**config.mk**
```make
export PLATFORM = sky130hd
export DESIGN_NAME = chargen_src
export DESIGN_NICKNAME = d
export VERILOG_FILES = /design/src/rtl/chargen_src.sv
export SDC_FILE = /design/constraint.sdc
export NUM_CORES = 1
export LEC_CHECK = 0
export CAP_MARGIN = 10
export CORE_MARGIN = 10
export CORE_UTILIZATION = 45
export DETAILED_ROUTE_END_ITERATION = 10
export DONT_BUFFER_PORTS = 1
export MAX_ROUTING_LAYER = met4
export PLACE_DENSITY = 0.63
export SLEW_MARGIN = 20
export SYNTH_ARGS = -nofsm -noshare
export SYNTH_HDL_FRONTEND = slang
export SYNTH_SLANG_ARGS = --single-unit
```
**constraint.sdc**
```tcl
create_clock -name clk -period 2.3 [get_ports clk]
set_clock_uncertainty 0.15 [all_clocks]
set_input_delay 0.345 -clock clk [delete_from_list [all_inputs] [get_ports clk]]
set_output_delay 0.345 -clock clk [all_outputs]
set_load 0.01 [all_outputs]
```
**src/rtl/chargen_src.sv**
```systemverilog
// RFC 864-style character generator: rotating printable-ASCII lines ended by CR LF,
// offered downstream through an active-low valid/ready handshake.
module chargen_src #(
  parameter int unsigned LINE_LEN = 72,
  parameter logic [7:0]  FIRST    = 8'h20,
  parameter logic [7:0]  LAST     = 8'h7E
) (
  input  logic       clk,
  input  logic       n_rst,
  input  logic       n_en,
  input  logic       n_ready,
  output logic       n_valid,
  output logic [7:0] data
);

  localparam int unsigned COL_W = (LINE_LEN > 1) ? $clog2(LINE_LEN) : 1;
  localparam logic [COL_W-1:0] COL_LAST = COL_W'(LINE_LEN - 1);
  localparam logic [7:0] CHAR_CR = 8'h0D;
  localparam logic [7:0] CHAR_LF = 8'h0A;

  typedef enum logic [1:0] {
    ST_CHAR = 2'd0,
    ST_CR   = 2'd1,
    ST_LF   = 2'd2
  } state_e;

  state_e           state_q, state_d;
  logic [COL_W-1:0] col_q, col_d;
  logic [7:0]       cur_q, cur_d;
  logic [7:0]       line_start_q, line_start_d;
  logic             n_valid_q, n_valid_d;
  logic [7:0]       data_q, data_d;
  logic             xfer;

  // Next character in the rotation, wrapping LAST back to FIRST.
  function automatic logic [7:0] wrap_inc(input logic [7:0] v);
    return (v == LAST) ? FIRST : v + 8'd1;
  endfunction

  always_ff @(posedge clk or negedge n_rst) begin
    if (!n_rst) begin
      state_q      <= ST_CHAR;
      col_q        <= '0;
      cur_q        <= FIRST;
      line_start_q <= FIRST;
      n_valid_q    <= 1'b1;
      data_q       <= FIRST;
    end else begin
      state_q      <= state_d;
      col_q        <= col_d;
      cur_q        <= cur_d;
      line_start_q <= line_start_d;
      n_valid_q    <= n_valid_d;
      data_q       <= data_d;
    end
  end

  // Sequence advance on transfer; data register is preloaded with the byte of the next state.
  always_comb begin
    state_d      = state_q;
    col_d        = col_q;
    cur_d        = cur_q;
    line_start_d = line_start_q;
    n_valid_d    = n_en;
    data_d       = data_q;
    xfer         = !n_valid_q && !n_ready;

    if (xfer) begin
      case (state_q)
        ST_CHAR: begin
          if (col_q == COL_LAST) begin
            col_d   = '0;
            state_d = ST_CR;
          end else begin
            col_d = col_q + COL_W'(1);
            cur_d = wrap_inc(cur_q);
          end
        end
        ST_CR: state_d = ST_LF;
        ST_LF: begin
          line_start_d = wrap_inc(line_start_q);
          cur_d        = wrap_inc(line_start_q);
          state_d      = ST_CHAR;
        end
        default: state_d = ST_CHAR;
      endcase
    end

    case (state_d)
      ST_CR:   data_d = CHAR_CR;
      ST_LF:   data_d = CHAR_LF;
      default: data_d = cur_d;
    endcase
  end

  assign n_valid = n_valid_q;
  assign data    = data_q;

endmodule

```
-- Word level (Yosys, flattened, before mapping)
Index checks and enable logic that the tools add are counted.
- eq/ne operators: 7
- reductions and logical operators: 6
- add/sub/neg operators: 3
- multiplexer cells: 10
- operator list (kind ; count):
    8-bit 2-to-1 mux ; 4
    8-bit one-hot mux with 2 select lines ; 2
    8-bit by 1-bit adder with 8-bit output (second input constant) ; 2
    8-bit by 7-bit == test with 1-bit output (second input constant) ; 2
    7-bit by 1-bit adder with 7-bit output (second input constant) ; 1
    7-bit == test (second input constant) ; 1
    7-bit 2-to-1 mux ; 1
    2-bit by 1-bit == test with 1-bit output (second input constant) ; 2
    2-bit == test (second input constant) ; 2
    2-bit 2-to-1 mux ; 2
    2-bit one-hot mux with 2 select lines ; 1
    2-bit AND reduction ; 2
    1-bit logical NOT ; 2
    2-bit logical NOT ; 1
    1-bit logical AND ; 1
- output and inout port bits: 9
- logic and storage cells: 32
- bits in registers: 34
- input port bits: 4

-- Depth between registers and ports, before layout
Gate-level depths: netlist of run 1.
- depth in word-level cells: 6
- depth in mapped cells: 8
- gate-level depth less buffers: 8

-- Worst setup path before layout of run 1
Ideal clock, no wire load.
- kind: register -> register
- start point: register state_q[0]
- end point: register data_q[1], in the netlist data[1]
- setup time: 125 ps
- buffers on the path: 2
- period minus slack after synthesis: 2437 ps
- slack: -137 ps
- arrival: 2162 ps
- data required time: 2025 ps
- cell stages (with the launch flop): 8
- path through: dfrtp_1 > buf_2 > or4_1 > nor3_1 > a21oi_1 > ha_1 > buf_1 > mux2_2
- cells in the longest elaborated chain, start to end: 5
- elaborated cells on any way between the ends: 11
- those cells by class: 4 x eq/ne; 6 x mux; 1 x reduce/logical
- RTL lines (item ; line ; source):
    from (decl) ; 27 ; state_e state_q, state_d;
    from (signal assigned) ; 49 ; state_q <= state_d;
    2-bit by 1-bit == test with 1-bit output (tied with other cells) ; 69 ; case (state_q)
    2-bit one-hot mux with 2 select lines ; 69 ;
    2-bit 2-to-1 mux ; 68 ; if (xfer) begin
    2-bit == test / 2-bit by 1-bit == test with 1-bit output (equally long branches) ; 89 ; case (state_d)
    8-bit one-hot mux with 2 select lines (*) ; 89 ;
    via data_d[1] ; 32 ; logic [7:0] data_q, data_d;
    to (signal assigned) ; 54 ; data_q <= data_d;
    to (decl) ; 32 ;
The timed path passes the listed nets; every way through them passes the cells marked *.
A chain may end at the register's enable or synchronous reset.

-- Worst setup path after layout of run 1
- start point: register col_q[0]
- end point: register data_q[2], in the netlist data[2]
- cells in the longest elaborated chain, start to end: 6
- elaborated cells on any way between the ends: 10
- those cells by class: 3 x eq/ne; 7 x mux
- RTL lines (item ; line ; source):
    from (decl) ; 28 ; logic [COL_W-1:0] col_q, col_d;
    from (signal assigned) ; 50 ; col_q <= col_d;
    7-bit == test (*) ; 71 ; if (col_q == COL_LAST) begin
    2-bit 2-to-1 mux ; 71 ;
    2-bit one-hot mux with 2 select lines ; 69 ;
    2-bit 2-to-1 mux ; 68 ;
    2-bit == test / 2-bit by 1-bit == test with 1-bit output (equally long branches) ; 89 ;
    8-bit one-hot mux with 2 select lines (*) ; 89 ;
    via data_d[2] ; 32 ;
Marked as above.

==> results of run 1 <==
-- worst min path at each step --
stage | to | slack, ns | cells after the start
floorplan | col_q[0] | -0.10 | 0
global placement | line_start_q[4] | -0.1 | 0
detailed placement | line_start_q[2] | -0.1 | 0
CTS | cur_q[2] | 0.18 | 3
global route | cur_q[2] | 0.19 | 3
finish | cur_q[2] | 0.19 | 3
-- repair_timing --
item,CTS,global route
setup buffers,0,1
resized for setup,1,6
endpoints found under the hold margin,35,0
hold buffers,3,0
pin swaps,0,3
gates cloned,0,0
setup endpoints to repair,2,6
-- placed cells by master (no fill, tap or decap), types with 3 or more instances in the layout --
| master | netlist | routed |
|---|---|---|
| nand2_1 | 26 | 26 |
| xnor2_1 | 4 | 4 |
| mux2_2 | 5 | 5 |
| nand4_1 | 5 | 5 |
| nor2_1 | 13 | 12 |
| dfrtp_1 | 30 | 30 |
| a21oi_1 | 8 | 8 |
| nand2b_1 | 3 | 3 |
| clkbuf_8 | 0 | 5 |
| nand3_1 | 8 | 8 |
| a31oi_1 | 5 | 5 |
| inv_1 | 6 | 6 |
| o21ai_0 | 16 | 14 |
| buf_4 | 0 | 15 |
| dfstp_2 | 4 | 4 |
| o21ai_1 | 1 | 3 |
| ha_1 | 7 | 5 |
| nor3_1 | 4 | 3 |
| clkbuf_1 | 1 | 3 |
| o211ai_1 | 3 | 3 |
| and2_1 | 5 | 5 |
| nor2b_1 | 3 | 3 |
-- logic make-up after synthesis --
group,Yosys count,synth area share [%]
buffers and inverters,11,2.35
multiplexers,7,3.98
AND/OR/NAND/NOR,86,25.2
XOR/XNOR,5,2.29
AO/OA/AOI/OAI,51,16.9
flip-flops,34,44.7
adder cells (fa/ha/maj),7,4.57
-- registers in the layout, summed over array words and instances (netlist names) --
signal and count:
col_q 7, cur_q 8, data 8, line_start_q 8
n_valid 1, state_q 2
-- synth_stat cells (all sizes together) (2+ instances only) --
cell / count
inv: 6
nor2b: 3
nor2: 13
dfstp: 4
nand3: 8
nor3: 4
mux2i: 2
o31ai: 2
nand4b: 2
dfrtp: 30
buf: 4
a21boi: 2
o221ai: 2
or2: 4
o211ai: 3
and4: 2
or3: 2
a21oi: 8
nand4: 5
o21ai: 17
and3: 2
nand2b: 3
a31oi: 5
and4b: 2
a21o: 2
nand2: 26
ha: 7
mux2: 5
o21a: 2
xnor2: 4
and2: 5
-- routing by layer --
layer	vias to the layer above	track usage, %
li1	774	-
met1	772	16.3
met2	59	19.7
met3	9	4.59
met4	0	4.64
met5	-	-
-- per-stage QoR --
| stage | utilization (%) | setup WS [ns] | TNS, ns | cell area (um2) | hold WS, ns |
|---|---|---|---|---|---|
| 4_1_cts | 53.9 | 0.0348 | 0 | 2190 | 0.181 |
| 5_1_grt | 54.6 | -0.0117 | -0.0127 | 2220 | 0.188 |
| 3_3_place_gp | 50.9 | 0.0656 | 0 | 2070 | -0.0993 |
| 6_report | 54.6 | 0.0832 | 0 | 2220 | 0.194 |
| 2_1_floorplan | - | 0.00167 | 0 | 1920 | -0.101 |
| 3_5_place_dp | 50.9 | 0.00615 | 0 | 2070 | -0.0989 |
-- power groups by stage --
| stage | clock network (mW) | registers (mW) | logic (mW) |
|---|---|---|---|
| floorplan | 0 | 0.863 | 0.261 |
| finish | 0.418 | 0.877 | 0.400 |
| detailed placement | 0 | 0.887 | 0.371 |
| global placement | 0 | 0.885 | 0.365 |
| CTS | 0.431 | 0.879 | 0.391 |
| global route | 0.469 | 0.901 | 0.449 |
-- layout make-up --
class / instances / share of cell area, %
clock buffer: 8 / 3.61
inverter: 6 / 1.02
multi-input combinational: 156 / 47.0
sequential: 34 / 38.6
tap: 50 / 2.82
timing repair buffer: 18 / 6.89
-- critical path, stage by stage (launching register included) --
cell and delay, ns:
dfrtp_1 0.38, ha_2 0.22, nand4b_1 0.27, nor3_2 0.27, a21oi_1 0.13, ha_4 0.34, mux2_2 0.33
==> flow_summary_export.csv, run 1 <==
group,metric,value,unit
synthesis,synth_top_flop_cell,"dfrtp_1",
detailed_routing,met1Wirelength,2100,um
global_routing,number_of_antenna_violations_at_the_first_check_in_global_routing,0,
run_status,run_status,"finished clean",
pwr,comb_power_share,23.6,%
worst_hold_path,kind_of_path_behind_the_tightest_hold_check,"in -> reg",
layout,area_growth_syn_to_layout,15.7,%
pwr,total_power,1.69,mW
run,maxCapViolations,0,
floorplanning,core,0.00406,mm2
worst_setup_path,worstPathMaxFanout,7,
global_routing,grt_pass1_wl,7630,um
clock_network,clock_sinks,34,
floorplanning,die_h,85.2,um
synthesis,asyncSetResetFlopFracSynth,100,%
sta,min_period_over_period,96.4,%
global_routing,global_route.usage.total,13.3,%
worst_setup_path,critPathLaunchType,"flop",
clock_network,worstSkewPairLatency,0.29,ns
layout,finish.net_count,232,
worst_setup_path,cp_data_arrival_time,2.24,ns
worst_setup_path,timing.critical_path.from,"col_q[0]",
global_routing,grt_max_degree,35,
worst_setup_path,endpoint,"data[2]",
pwr,vdd_drop_max,443,uV
floorplanning,rows,23,
layout,filler_cell_count,348,
synthesis,synth-seq-cells,34,
synthesis,yosys_warnings,0,
layout,antenna_cells,0,
worst_hold_path,startpoint_of_the_most_critical_hold_path,"n_ready",
worst_setup_path,end_kind,"flop",
worst_setup_path,r2r_slack,0.08,ns
pwr,static-leakage-power,0.967,nW
detailed_routing,via_count,1614,
worst_setup_path,worstPathRequired,2.32,ns
synthesis,netlist-cell-type-count,49,
pwr,sequential_share_of_power,51.8,%
worst_setup_path,worstReg2RegEnd,"data[2]",
worst_setup_path,worstSetupPathType,"reg -> reg",
clock_network,htreeDepth,2,
sta,min_period,2.22,ns
synthesis,synth_largest_area_cell,"dfrtp_1",
worst_setup_path,reg2regPathDepth,6,
detailed_routing,route.detailed.wl_per_inst,16.8,um
detailed_routing,drt-initial-drc-count,239,
detailed_routing,highest_layer,"met4",
sta,timing.fmax,451,MHz
clock_network,clkSlewWorstSetupHoldPaths,0.06,ns
clock_network,clk_root_buffer_cell,"clkbuf_8",
pwr,power.density,765,mW/mm2
floorplanning,floorplan.io_pins,13,
floorplanning,die_footprint,0.00727,mm2
floorplanning,floorplan.die.width,85.2,um
sta,setup_viol_count_final,0,
detailed_routing,ant_nets,0,
detailed_routing,route.detailed.vias_per_inst,5.93,
detailed_routing,first_pass_iters,4,
clock_network,cts_made_buffers,5,
detailed_routing,route.met3.wl,327,um
pwr,cellInternalPower,1.14,mW
worst_setup_path,r2r-start,"col_q[0]",
layout,multiInputGateArea,0.00104,mm2
pwr,power_frac_clock,24.6,%
clock_network,clock_tree_from_tritoncts,"done",
global_routing,number_of_global_route_vias_before_repair,1578,
synthesis,number_of_enable_flip_flop_cells_after_synthesis,0,
synthesis,synth.yosys.seq_area_share,44.7,%
sta,timing.max_slew.rel_slack,62.8,%
pwr,swShare,32.7,%
synthesis,ys_top_cells_by_area,"dfrtp_1 39%, dfstp_2 5.5%, nand2_1 5.1%, ha_1 4.6%, o21ai_0 4.2%",
placed_design,number_of_i_o_port_buffers,0,
sta,timing_worst_slew_pin_value,0.553,ns
global_routing,grt_overflow_total,0,
detailed_routing,drt_wl_total,4580,um
synthesis,cell_area_after_synthesis,0.00192,mm2
layout,final_layout_size_suffix_gt1_share,17.6,%
placed_design,cell_total_after_placement,260,
sta,finalMaxSlewViolations,0,
detailed_routing,remaining_design_rule_violation_count,0,
synthesis,yosysTopAreaCellShare,39.2,%
placed_design,detailedPlacementHpwl,3430,um
pwr,power.switching,0.555,mW
layout,ff_latch_area,856,um2
synthesis,postSynthCellCount,201,
floorplanning,initial_utilization,47.2,%
synthesis,syn_area_per_cell,9.53,um2
detailed_routing,detailroute.wirelength.met2,2070,um
sta,final-hold-violation-count,0,
placed_design,gpl.final_weighted_congestion,0.904,
clock_network,cts_max_path_buffers,2,
layout,instances_no_fill,272,
synthesis,syn-num-nets,212,
Note: power is estimated with default switching activity, not from simulation.
==> run 2, diff against run 1 <==
--- a/config.mk
+++ b/config.mk
@@ -7,11 +7,11 @@
 export LEC_CHECK = 0
 export CAP_MARGIN = 10
 export CORE_MARGIN = 10
-export CORE_UTILIZATION = 45
+export CORE_UTILIZATION = 30
 export DETAILED_ROUTE_END_ITERATION = 10
 export DONT_BUFFER_PORTS = 1
 export MAX_ROUTING_LAYER = met4
-export PLACE_DENSITY = 0.63
+export PLACE_DENSITY = 0.46
 export SLEW_MARGIN = 20
 export SYNTH_ARGS = -nofsm -noshare
 export SYNTH_HDL_FRONTEND = slang
==> flow_summary_export.csv, run 2 (synthesis gave the netlist of run 1 again) <==
group,metric,value,unit
worst_setup_path,cp_top_family,"simple AND/OR/NAND/NOR gates",
worst_setup_path,r2r_slack,0.12,ns
worst_setup_path,cp_data_arrival_time,2.21,ns
layout,final_cell_mix,"30 x dfrtp_1, 26 x nand2_1, 19 x buf_4, 16 x o21ai_0, 13 x nor2_1",
layout,ff_latch_area,856,um2
worst_hold_path,startpoint_of_the_most_critical_hold_path,"n_ready",
layout,final_layout_size_suffix_gt1_share,18.7,%
pwr,static-leakage-power,0.988,nW
pwr,vdd_drop_max,473,uV
detailed_routing,route.detailed.vias_per_inst,5.27,
floorplanning,floorplan.io_pins,13,
global_routing,number_of_global_route_vias_before_repair,1528,
worst_hold_path,kind_of_path_behind_the_tightest_hold_check,"in -> reg",
run,maxCapViolations,0,
floorplanning,die_h,99.9,um
detailed_routing,first_pass_iters,4,
sta,setup_viol_count_final,0,
clock_network,cts_max_path_buffers,2,
worst_setup_path,worstSetupPathType,"reg -> reg",
clock_network,worstSkewPairLatency,0.29,ns
sta,final.setup.tns,0,ns
worst_setup_path,worstReg2RegEnd,"data[2]",
sta,finalMaxSlewViolations,0,
detailed_routing,remaining_design_rule_violation_count,0,
worst_setup_path,critPathLaunchType,"flop",
run_status,run_status,"finished clean",
clock_network,clkSlewWorstSetupHoldPaths,0.07,ns
global_routing,grt_overflow_total,0,
layout,antenna_cells,0,
worst_setup_path,reg2regPathDepth,5,
sta,timing_worst_slew_pin_value,0.395,ns
global_routing,grt_max_degree,35,
placed_design,detailedPlacementHpwl,3600,um
sta,final-hold-violation-count,0,
detailed_routing,via_count,1591,
clock_network,clock_tree_from_tritoncts,"done",
worst_setup_path,end_kind,"flop",
layout,multiInputGateArea,0.00103,mm2
layout,finish.net_count,236,
worst_setup_path,worstPathRequired,2.33,ns
layout,filler_cell_count,664,
worst_setup_path,max_stage_delay,0.55,ns
detailed_routing,drt-initial-drc-count,150,
worst_hold_path,timing.hold.worst_path_depth,3,
floorplanning,rows,29,
floorplanning,core,0.00628,mm2
worst_hold_path,min_to,"state_q[0]",
floorplanning,floorplan.die.width,99.9,um
pwr,total_power,1.76,mW
worst_setup_path,slowest_library_cell_on_the_worst_path,"or4_1",
detailed_routing,ant_nets,0,
sta,timing.max_slew.rel_slack,73.3,%
clock_network,clock_sinks,34,
placed_design,gpl.final_weighted_congestion,0.868,
clock_network,clk_root_buffer_cell,"clkbuf_8",
floorplanning,initial_utilization,30.5,%
global_routing,grt_pass1_wl,7980,um
detailed_routing,route.detailed.wl_per_inst,16.1,um
worst_setup_path,r2r-start,"n_valid",
clock_network,htreeDepth,2,
worst_setup_path,critical_path.n_buffers_inverters,0,
global_routing,number_of_antenna_violations_at_the_first_check_in_global_routing,0,
sta,rsz0062_at_grt,"no",
placed_design,number_of_i_o_port_buffers,0,
layout,area_growth_syn_to_layout,18.6,%
layout,most_common_library_cell_in_the_layout_ignoring_fill_and_taps,"dfrtp_1",
detailed_routing,drt_wl_total,4880,um
global_routing,global_route.usage.total,10.3,%
sta,min_period_over_period,94.9,%
pwr,power.density,777,mW/mm2
sta,timing.fmax,458,MHz
worst_setup_path,worstPathMaxFanout,6,
sta,min_period,2.18,ns
clock_network,cts_made_buffers,5,
worst_setup_path,worstPathCellList,"or4_1, nor3_2, a21oi_1, ha_2, mux2_2",
floorplanning,die_footprint,0.00998,mm2
[run 2: cell types whose count changed in the layout (fill, tap and decap cells not counted)]
cell      change
ha_1          +1
buf_4         +4
nor2_1        +1
clkbuf_8      +1
o21ai_1       -2
o21ai_0       +2
ha_4          -1
clkbuf_1      -2
nor2_2        -1
[run 2: repair_timing]
action                     CTS  global route
hold buffers                 3             0
hold endpoints to repair    35             0
setup endpoints to repair    0             5
gates resized for setup      0             2
setup buffers                0             0
[run 2: per-stage QoR]
step           instances  setup WS, ns  utilization, %  area [um2]  hold WS (ns)
6_report             302         0.118            36.2        2270         0.216
5_1_grt              302       0.00136            36.2        2270         0.254
4_1_cts              302        0.0595            36.1        2260         0.216
3_5_place_dp         292        0.0678            34.0        2140       -0.0990
3_3_place_gp         292         0.118            34.0        2140       -0.0991
2_1_floorplan        201       0.00167               -        1920        -0.101
[run 2: worst max path at each step]
stage / startpoint / end / slack [ns] / cells past startpoint
floorplan: state_q[0] / data[1] / 0.002 / 7
global placement: col_q[0] / cur_q[7] / 0.12 / 6
detailed placement: n_ready / data[2] / 0.07 / 5
CTS: col_q[0] / cur_q[7] / 0.06 / 6
global route: col_q[0] / data[1] / 0.001 / 6
finish: n_valid / data[2] / 0.12 / 5
[run 2: layout make-up]
class,instances,share of cell area [%]
tap,77,4.24
clock buffer,7,3.80
timing repair buffer,22,8.04
multi-input combinational,156,45.2
sequential,34,37.7
inverter,6,0.992
[run 2: worst reg2reg max path: stages, from the launching register on]
cell     delay, ns
dfstp_2       0.36
or4_1         0.55
nor3_2        0.18
a21oi_1       0.09
ha_2          0.40
mux2_2        0.35
[run 2: power breakdown]
group / internal, mW / total (mW) / switching [mW]
registers: 0.737 / 0.858 / 0.121
clock network: 0.238 / 0.454 / 0.217
logic: 0.213 / 0.452 / 0.239
total: 1.19 / 1.76 / 0.577
[run 2: routing by layer]
layer | GRT usage (%) | part of all wire, % | vias to the layer above
met3 | 3.30 | 7.4 | 8
met1 | 13.6 | 49 | 741
met4 | 4.19 | 1.9 | 0
li1 | - | - | 786
met2 | 14.0 | 42 | 56
met5 | - | 0 | -
==> run 3, diff against run 2 <==
--- a/config.mk
+++ b/config.mk
@@ -7,11 +7,11 @@
 export LEC_CHECK = 0
 export CAP_MARGIN = 10
 export CORE_MARGIN = 10
-export CORE_UTILIZATION = 30
+export CORE_UTILIZATION = 54
 export DETAILED_ROUTE_END_ITERATION = 10
 export DONT_BUFFER_PORTS = 1
 export MAX_ROUTING_LAYER = met4
-export PLACE_DENSITY = 0.46
+export PLACE_DENSITY = 0.73
 export SLEW_MARGIN = 20
 export SYNTH_ARGS = -nofsm -noshare
 export SYNTH_HDL_FRONTEND = slang
==> flow_summary_export.csv, run 3 (synthesis gave the netlist of run 1 again) <==
group,metric,value,unit
sta,timing.fmax,458,MHz
floorplanning,die_h,79.6,um
worst_setup_path,critical_path.n_buffers_inverters,0,
worst_setup_path,critPathLaunchType,"flop",
global_routing,grt_pass1_wl,7650,um
pwr,power.density,729,mW/mm2
pwr,static-leakage-power,0.968,nW
clock_network,clk_root_buffer_cell,"clkbuf_4",
detailed_routing,first_pass_iters,5,
pwr,vdd_drop_max,380,uV
worst_hold_path,kind_of_path_behind_the_tightest_hold_check,"in -> reg",
worst_setup_path,end_kind,"flop",
placed_design,number_of_i_o_port_buffers,0,
detailed_routing,ant_nets,0,
worst_setup_path,cp_data_arrival_time,2.25,ns
worst_setup_path,worstPathMaxFanout,5,
floorplanning,initial_utilization,56.5,%
placed_design,cell_total_after_placement,257,
layout,instances_no_fill,271,
floorplanning,core,0.00339,mm2
floorplanning,die_footprint,0.00633,mm2
sta,min_period,2.18,ns
detailed_routing,route.detailed.wl_per_inst,17.2,um
floorplanning,floorplan.io_pins,13,
global_routing,grt_max_degree,35,
sta,final.setup.tns,0,ns
global_routing,number_of_global_route_vias_before_repair,1568,
sta,setup_viol_count_final,0,
detailed_routing,remaining_design_rule_violation_count,0,
layout,antenna_cells,0,
layout,final_layout_size_suffix_gt1_share,18.2,%
worst_setup_path,worstPathRequired,2.37,ns
layout,area_growth_syn_to_layout,14.4,%
placed_design,gpl.final_weighted_congestion,1.01,
sta,min_period_over_period,94.8,%
layout,filler_cell_count,268,
pwr,power.switching,0.547,mW
detailed_routing,drt_wl_total,4650,um
sta,timing_worst_slew_pin_value,0.476,ns
worst_setup_path,cp_top_family,"compound AO/OA/AOI/OAI gates",
clock_network,clock_tree_from_tritoncts,"done",
worst_setup_path,slowest_library_cell_on_the_worst_path,"dfrtp_1",
worst_setup_path,worstSetupPathType,"reg -> reg",
floorplanning,rows,21,
sta,setup_ws,0.119,ns
global_routing,number_of_antenna_violations_at_the_first_check_in_global_routing,0,
sta,timing.max_slew.rel_slack,68.2,%
detailed_routing,drt-initial-drc-count,265,
clock_network,cts_max_path_buffers,2,
sta,finalMaxSlewViolations,0,
layout,finish.net_count,235,
run_status,run_status,"finished clean",
layout,multiInputGateArea,0.00103,mm2
detailed_routing,route.detailed.vias_per_inst,6.31,
placed_design,detailedPlacementHpwl,3430,um
clock_network,cts_made_buffers,5,
layout,final_cell_mix,"30 x dfrtp_1, 26 x nand2_1, 18 x buf_4, 15 x o21ai_0, 13 x nor2_1",
clock_network,clkSlewWorstSetupHoldPaths,0.10,ns
pwr,power_frac_clock,19.4,%
pwr,swShare,34.2,%
floorplanning,floorplan.die.width,79.6,um
sta,rsz0062_at_grt,"no",
pwr,comb_power_share,25.7,%
global_routing,global_route.usage.total,15.6,%
layout,ff_latch_area,856,um2
placed_design,preCtsSetupSlack,0.105,ns
worst_setup_path,max_stage_delay,0.43,ns
pwr,cellInternalPower,1.05,mW
worst_setup_path,worstPathCellList,"ha_2, nand4b_1, nor2_1, o311a_1, a311o_1, or2_1",
global_routing,grt_overflow_total,0,
layout,most_common_library_cell_in_the_layout_ignoring_fill_and_taps,"dfrtp_1",
detailed_routing,via_count,1709,
sta,final-hold-violation-count,0,
clock_network,worstSkewPairLatency,0.34,ns
clock_network,htreeDepth,2,
pwr,sequential_share_of_power,54.9,%
clock_network,clock_sinks,34,
sta,final_layout_worst_hold_slack,0.158,ns
run,maxCapViolations,0,
[run 3: what timing repair did]
item | 4_1_cts | 5_1_grt
buffers inserted | 0 | 3
gates resized for setup | 0 | 4
hold buffers | 3 | 0
hold endpoints to repair | 35 | 0
setup endpoints to repair | 0 | 8
[run 3: per-layer routing]
metal  up-vias  GRT usage (%)  wire, um
met3        19           6.31       438
li1        780              -         -
met2        93           20.1      2000
met5         -              -         0
met4         0           8.78       171
met1       817           20.0      2040
[run 3: final cells by class]
type | count | area share (%)
Multi-Input combinational cell | 156 | 47.1
Sequential cell | 34 | 39.1
Timing Repair Buffer | 21 | 8.00
Tap cell | 46 | 2.63
Clock buffer | 8 | 2.23
Inverter | 6 | 1.03
[run 3: power groups by stage]
stage                     sequential [mW]  combinational (mW)  clock [mW]
after floorplan                     0.863               0.261           0
after global placement              0.880               0.371           0
after detailed placement            0.881               0.381           0
after CTS                           0.873               0.402       0.322
after global routing                0.896               0.462       0.342
final                               0.877               0.411       0.310
[run 3: worst paths after layout]
check / from / end / slack [ns] / cells after the start
worst max-delay path: col_q[0] / data[3] / 0.12 / 6
worst min-delay path: n_ready / state_q[0] / 0.16 / 3
worst max register to register: col_q[0] / data[3] / 0.12 / 6
worst min register to register: col_q[2] / col_q[2] / 0.39 / 1
max in group asynchronous: n_rst / line_start_q[5] / 1.46 / 2
min in group asynchronous: n_rst / cur_q[3] / 0.29 / 2
[run 3: per-stage QoR]
step                utilization [%]  instance area (um2)  total power, mW
floorplan                         -                 1920             1.12
global placement               61.0                 2070             1.25
detailed placement             61.0                 2070             1.26
CTS                            63.6                 2160             1.60
global route                   64.6                 2190             1.70
finish                         64.6                 2190             1.60
[run 3: tightest hold or removal path, stage by stage]
cell and delay (ns):
or2_2 0.10, a21oi_1 0.09, inv_1 0.08
